**src/rtl/mem_arbiter_pkg.sv**
```systemverilog
// ============================================================================
// mem_arbiter_pkg : shared owner encoding for the fetch/data memory arbiter
// Revision : 1.0
// ============================================================================
`default_nettype none

package mem_arbiter_pkg;

    localparam int unsigned DATA_W = 32;
    localparam int unsigned STRB_W = 4;

    typedef enum logic [1:0] {
        OWN_NONE  = 2'd0,
        OWN_FETCH = 2'd1,
        OWN_DATA  = 2'd2
    } owner_e;

endpackage

`default_nettype wire

```
**src/rtl/mem_arbiter_rr_pick2.sv**
```systemverilog
// ============================================================================
// rr_pick2 : two-way round-robin picker, fetch vs data
// Revision : 1.0
// ============================================================================
`default_nettype none

module rr_pick2
    import mem_arbiter_pkg::*;
(
    input  logic   req_fetch_i,
    input  logic   req_data_i,
    input  owner_e last_owner_i,
    output logic   gnt_fetch_o,
    output logic   gnt_data_o
);

    // On a conflict the side that did not win last time goes next.
    assign gnt_data_o  = req_data_i & (~req_fetch_i | (last_owner_i != OWN_DATA));
    assign gnt_fetch_o = req_fetch_i & ~gnt_data_o;

endmodule

`default_nettype wire

```
**src/rtl/mem_arbiter.sv**
```systemverilog
// ============================================================================
// mem_arbiter : shares one single-port memory between instruction fetch and
//               data load/store requesters, round-robin on conflict
// Revision : 1.0
// ============================================================================
`default_nettype none

module mem_arbiter
    import mem_arbiter_pkg::*;
#(
    parameter int ADDR_W = 32,
    parameter int MEM_AW = 10
) (
    input  logic              clk,
    input  logic              reset,

    input  logic              i_valid,
    input  logic [ADDR_W-1:0] i_addr,
    output logic              i_ready,
    output logic              i_rvalid,
    output logic [31:0]       i_rdata,

    input  logic              d_valid,
    input  logic              d_we,
    input  logic [ADDR_W-1:0] d_addr,
    input  logic [31:0]       d_wdata,
    input  logic [3:0]        d_wstrb,
    output logic              d_ready,
    output logic              d_rvalid,
    output logic [31:0]       d_rdata,

    output logic              mem_en,
    output logic              mem_we,
    output logic [MEM_AW-1:0] mem_addr,
    output logic [31:0]       mem_wdata,
    output logic [3:0]        mem_wstrb,
    input  logic [31:0]       mem_rdata
);

    owner_e last_owner_q, last_owner_d;
    owner_e resp_owner_q, resp_owner_d;
    logic   resp_is_store_q, resp_is_store_d;

    logic   gnt_fetch;
    logic   gnt_data;

    // Byte-offset and high address bits are intentionally dropped.
    logic   unused_addr_bits;
    assign  unused_addr_bits = ^{i_addr, d_addr};

    rr_pick2 u_pick (
        .req_fetch_i  (i_valid & ~reset),
        .req_data_i   (d_valid & ~reset),
        .last_owner_i (last_owner_q),
        .gnt_fetch_o  (gnt_fetch),
        .gnt_data_o   (gnt_data)
    );

    assign i_ready = gnt_fetch;
    assign d_ready = gnt_data;

    always_comb begin
        mem_en          = 1'b0;
        mem_we          = 1'b0;
        mem_addr        = '0;
        mem_wdata       = '0;
        mem_wstrb       = '0;
        last_owner_d    = last_owner_q;
        resp_owner_d    = OWN_NONE;
        resp_is_store_d = 1'b0;
        if (gnt_data) begin
            mem_en          = 1'b1;
            mem_we          = d_we;
            mem_addr        = d_addr[MEM_AW+1:2];
            mem_wdata       = d_wdata;
            mem_wstrb       = d_we ? d_wstrb : 4'b0000;
            last_owner_d    = OWN_DATA;
            resp_owner_d    = OWN_DATA;
            resp_is_store_d = d_we;
        end else if (gnt_fetch) begin
            mem_en       = 1'b1;
            mem_addr     = i_addr[MEM_AW+1:2];
            last_owner_d = OWN_FETCH;
            resp_owner_d = OWN_FETCH;
        end
    end

    always_ff @(posedge clk) begin
        if (reset) begin
            last_owner_q    <= OWN_FETCH;
            resp_owner_q    <= OWN_NONE;
            resp_is_store_q <= 1'b0;
        end else begin
            last_owner_q    <= last_owner_d;
            resp_owner_q    <= resp_owner_d;
            resp_is_store_q <= resp_is_store_d;
        end
    end

    // Responses are masked during reset so one in flight at assertion is dropped.
    always_comb begin
        i_rvalid = ~reset & (resp_owner_q == OWN_FETCH);
        d_rvalid = ~reset & (resp_owner_q == OWN_DATA);
        i_rdata  = i_rvalid ? mem_rdata : 32'h0;
        d_rdata  = (d_rvalid && !resp_is_store_q) ? mem_rdata : 32'h0;
    end

endmodule

`default_nettype wire

```
**config.mk**
```make
export PLATFORM = sky130hd
export DESIGN_NAME = mem_arbiter
export DESIGN_NICKNAME = d
export VERILOG_FILES = /design/src/rtl/mem_arbiter_pkg.sv /design/src/rtl/mem_arbiter_rr_pick2.sv /design/src/rtl/mem_arbiter.sv
export SDC_FILE = /design/constraint.sdc
export NUM_CORES = 1
export LEC_CHECK = 0
export ABC_AREA = 1
export CAP_MARGIN = 20
export CORE_AREA = 2 2 98 100
export DETAILED_ROUTE_END_ITERATION = 6
export DIE_AREA = 0 0 100 102
export GPL_TIMING_DRIVEN = 0
export HOLD_SLACK_MARGIN = 0.15
export MAX_ROUTING_LAYER = met4
export PLACE_DENSITY = 0.67
export SETUP_SLACK_MARGIN = 0.05
export SYNTH_ARGS = -nofsm -noshare
export SYNTH_HDL_FRONTEND = slang
export SYNTH_SLANG_ARGS = --single-unit
```
**constraint.sdc**
```tcl
create_clock -name clk -period 1.1 [get_ports clk]
set_input_delay 0.275 -clock clk [delete_from_list [all_inputs] [get_ports clk]]
set_output_delay 0.275 -clock clk [all_outputs]
set_load 0.005 [all_outputs]
```
==> reports/qor.yml <==
clock_network:
  cts.clk_slew.worst_paths_ns: 0.04
  cts_buffers: 3
  cts_buffer_depth: 2
  cts_tree: "yes"
  hold_buffers: 0
  root_buffer: "clkbuf_8"
  htree_levels: 1
  cts_sinks: 5
  worstSkewPairLatency_ns: 0.22
hold_path:
  hold_path_class: "input port to flop"
  min_path_cells: 4
  hold_end: "last_owner_q[1]"
  min_from: "i_valid"
global_routing:
  busiest_layer: "met2"
  grt.met1_usage_pct: 13.0
  grt.met2_usage_pct: 26.9
  grt_pass1_vias: 2309
  track_usage_pct: 13.9
  grtUsageMet3_pct: 4.24
  grt_max_degree: 11
  grt_antenna_before_repair: 0
  grt_overflow: 0
  grt_first_pass_wirelength_mm: 11.0
synth:
  synth_nets: 382
  synth_area_leaders: "nor2_1 (32%), inv_1 (26%), nand3_1 (9.9%)"
  syn_area_per_cell_um2: 4.56
  yosysTopAreaCellShare_pct: 32.3
  synth_cell_types: 14
  syn_inst: 245
  syn_area_um2: 1120
  yosysSeqAreaShare_pct: 8.96
  ys_ff_latch: 5
  synth_warnings: 0
  yosysTopAreaCell: "nor2_1"
worst_setup_path:
  crit_type: "flop to output port"
  rr_worst_depth: 8
  cpMostUsedCell: "buf_6"
  max_stage_delay_ns: 0.35
  worstPathMaxFanout: 6
  reg2reg_to: "last_owner_q[1]"
  worst_setup_path_end_kind: "output port"
  r2r_start: "last_owner_q[0]"
  cp.arrival_ns: 1.44
  r2r_slack_ns: -0.08
  crit_path_top_delay_cell: "dfxtp_4"
  cp-start-kind: "flop"
  crit_chain: "nor3_4 > nand2_4 > buf_6 > buf_6 > nor2_2 > buf_2"
  cp_data_required_time_ns: 0.82
power:
  cellLeakagePower_uw: 0.00236
  clkPwrFrac_pct: 18.3
  power_frac_comb_pct: 70.7
  total_power_uw: 1860
  seqPwrFrac_pct: 11.0
  switching_share_pct: 34.0
  p_switching_uw: 632
  vdd_ir_drop_max_mv: 0.261
  powerDensity_nw_per_um2: 423
  p_int_uw: 1220
placed_design:
  dpl.cell_count: 564
  place_ws_ns: -1.23
  dp_hpwl_mm: 5.48
  place_congestion: 0.689
  portBuffers: 208
route:
  drt_first_pass_iters: 4
  drt-total-wl_mm: 8.15
  drc_errors: 0
  drt_iter0_markers: 32
  wl_per_cell_um: 12.9
  via_count: 2502
  viasPerCell: 3.95
  ant_nets: 0
timing:
  clock-skew-final_ns: 0.00160
  maxSlewHeadroom_pct: 84.7
  finalHoldViolCount: 0
  layout_min_cycle_time_ns: 1.72
  tightest_slew_ns: 0.229
  setup_ws_ns: -0.619
  rsz0062_at_grt: "yes"
  fmax_ghz: 0.582
  min_period_over_period_pct: 156
  finalSetupViolations: 118
  slew_violations: 0
  timing.hold.ws_ns: 0.436
floorplan:
  io_pins: 253
  start_util_pct: 12.3
  core_area_um2: 9110
  die_h_um: 102
  die_w_um: 100
  die_area_um2: 10200
  fp-row-count: 35
cells_and_area:
  drive_gt1_share_pct: 61.9
  utilization_pct: 48.1
  area_growth_pct: 292
  fin_nets: 660
  stdcell_count: 633
  n_antenna_cell: 0
status:
  violations: "setup timing"
  status: "complete, but fails checks"
job:
  drv_cap: 0
## synthesized netlist by cell type, drive strengths merged
cell    instances
nor3            1
buf            13
nor2          106
dfxtp           5
inv            76
clkbuf          1
nand3          23
nand2          19
nand4           1
## per-stage QoR
| step | setup TNS [ns] | cell area (um2) |
|---|---|---|
| 6_report | -50.75 | 4390 |
| 5_1_grt | -56.95 | 4390 |
| 4_1_cts | -52.33 | 3820 |
| 3_5_place_dp | -131.80 | 3520 |
| 3_3_place_gp | -128.34 | 3520 |
| 2_1_floorplan | -1.50 | 1290 |
## worst max path at each step
stage / startpoint / cells after the start / endpoint / slack [ns]
5_1_grt: resp_owner_q[0] / 6 / d_rdata[7] / -0.65
3_5_place_dp: reset / 6 / i_rdata[5] / -1.23
6_report: resp_owner_q[0] / 6 / d_rdata[7] / -0.62
2_1_floorplan: resp_owner_q[0] / 4 / d_rdata[10] / -0.05
4_1_cts: resp_owner_q[1] / 7 / d_rdata[9] / -0.61
3_3_place_gp: reset / 6 / i_rdata[19] / -1.19
## routing by layer
metal | vias up | share of wire (%)
met2 | 146 | 54
met4 | 0 | 2.3
met5 | - | 0
met3 | 14 | 9.9
li1 | 1232 | -
met1 | 1110 | 33
## sequential cells by signal, indices dropped and copies added (netlist names)
register / cells
resp_is_store_q: 1
last_owner_q: 2
resp_owner_q: 2
## area by class of cell
type,count,area (um2)
Fill cell,877,4720
Timing Repair Buffer,275,2390
Multi-Input combinational cell,150,1210
Inverter,76,298
Buffer,12,195
Tap cell,111,139
Sequential cell,5,108
Clock buffer,4,45.0
## layout by cell type, fill, tap and decap left out, types with 2 or more instances in the layout
cell,count
nand3_2,15
nand2_4,3
nand2_1,15
nor2_1,18
buf_8,8
nor2_2,36
nand3_4,2
buf_2,107
inv_1,67
nand3_1,6
buf_16,2
buf_12,9
buf_4,14
clkbuf_16,4
clkbuf_8,3
buf_6,50
clkbuf_2,2
nor2_4,52
inv_2,6
dfxtp_2,3
clkdlybuf4s50_1,88
## kinds of logic after synthesis
| logic type | synth area share (%) |
|---|---|
| buffers and inverters | 33.6 |
| DFF | 8.96 |
| and+or+nand+nor | 57.4 |
## critical path, delay by kind of cell, from the launching register on
family	cells	cell delay (ns)
and+or+nand+nor	3	0.47
buffers and inverters	3	0.41
DFF	1	0.35
## what timing repair did
action                     CTS  global route
setup endpoints to repair  121           118
pin swaps                   20            31
gates resized for setup    541           143
gates cloned                 6             3
hold endpoints to repair     0             0
buffers inserted            41            21
## power by group through the flow
stage          sequential (uW)  combinational (uW)  clock (uW)
3_3_place_gp               202                 967           0
5_1_grt                    205                1410         366
2_1_floorplan              202                 317           0
6_report                   203                1310         340
3_5_place_dp               203                 977           0
4_1_cts                    204                1130         347
(Power assumes the default switching activity.)
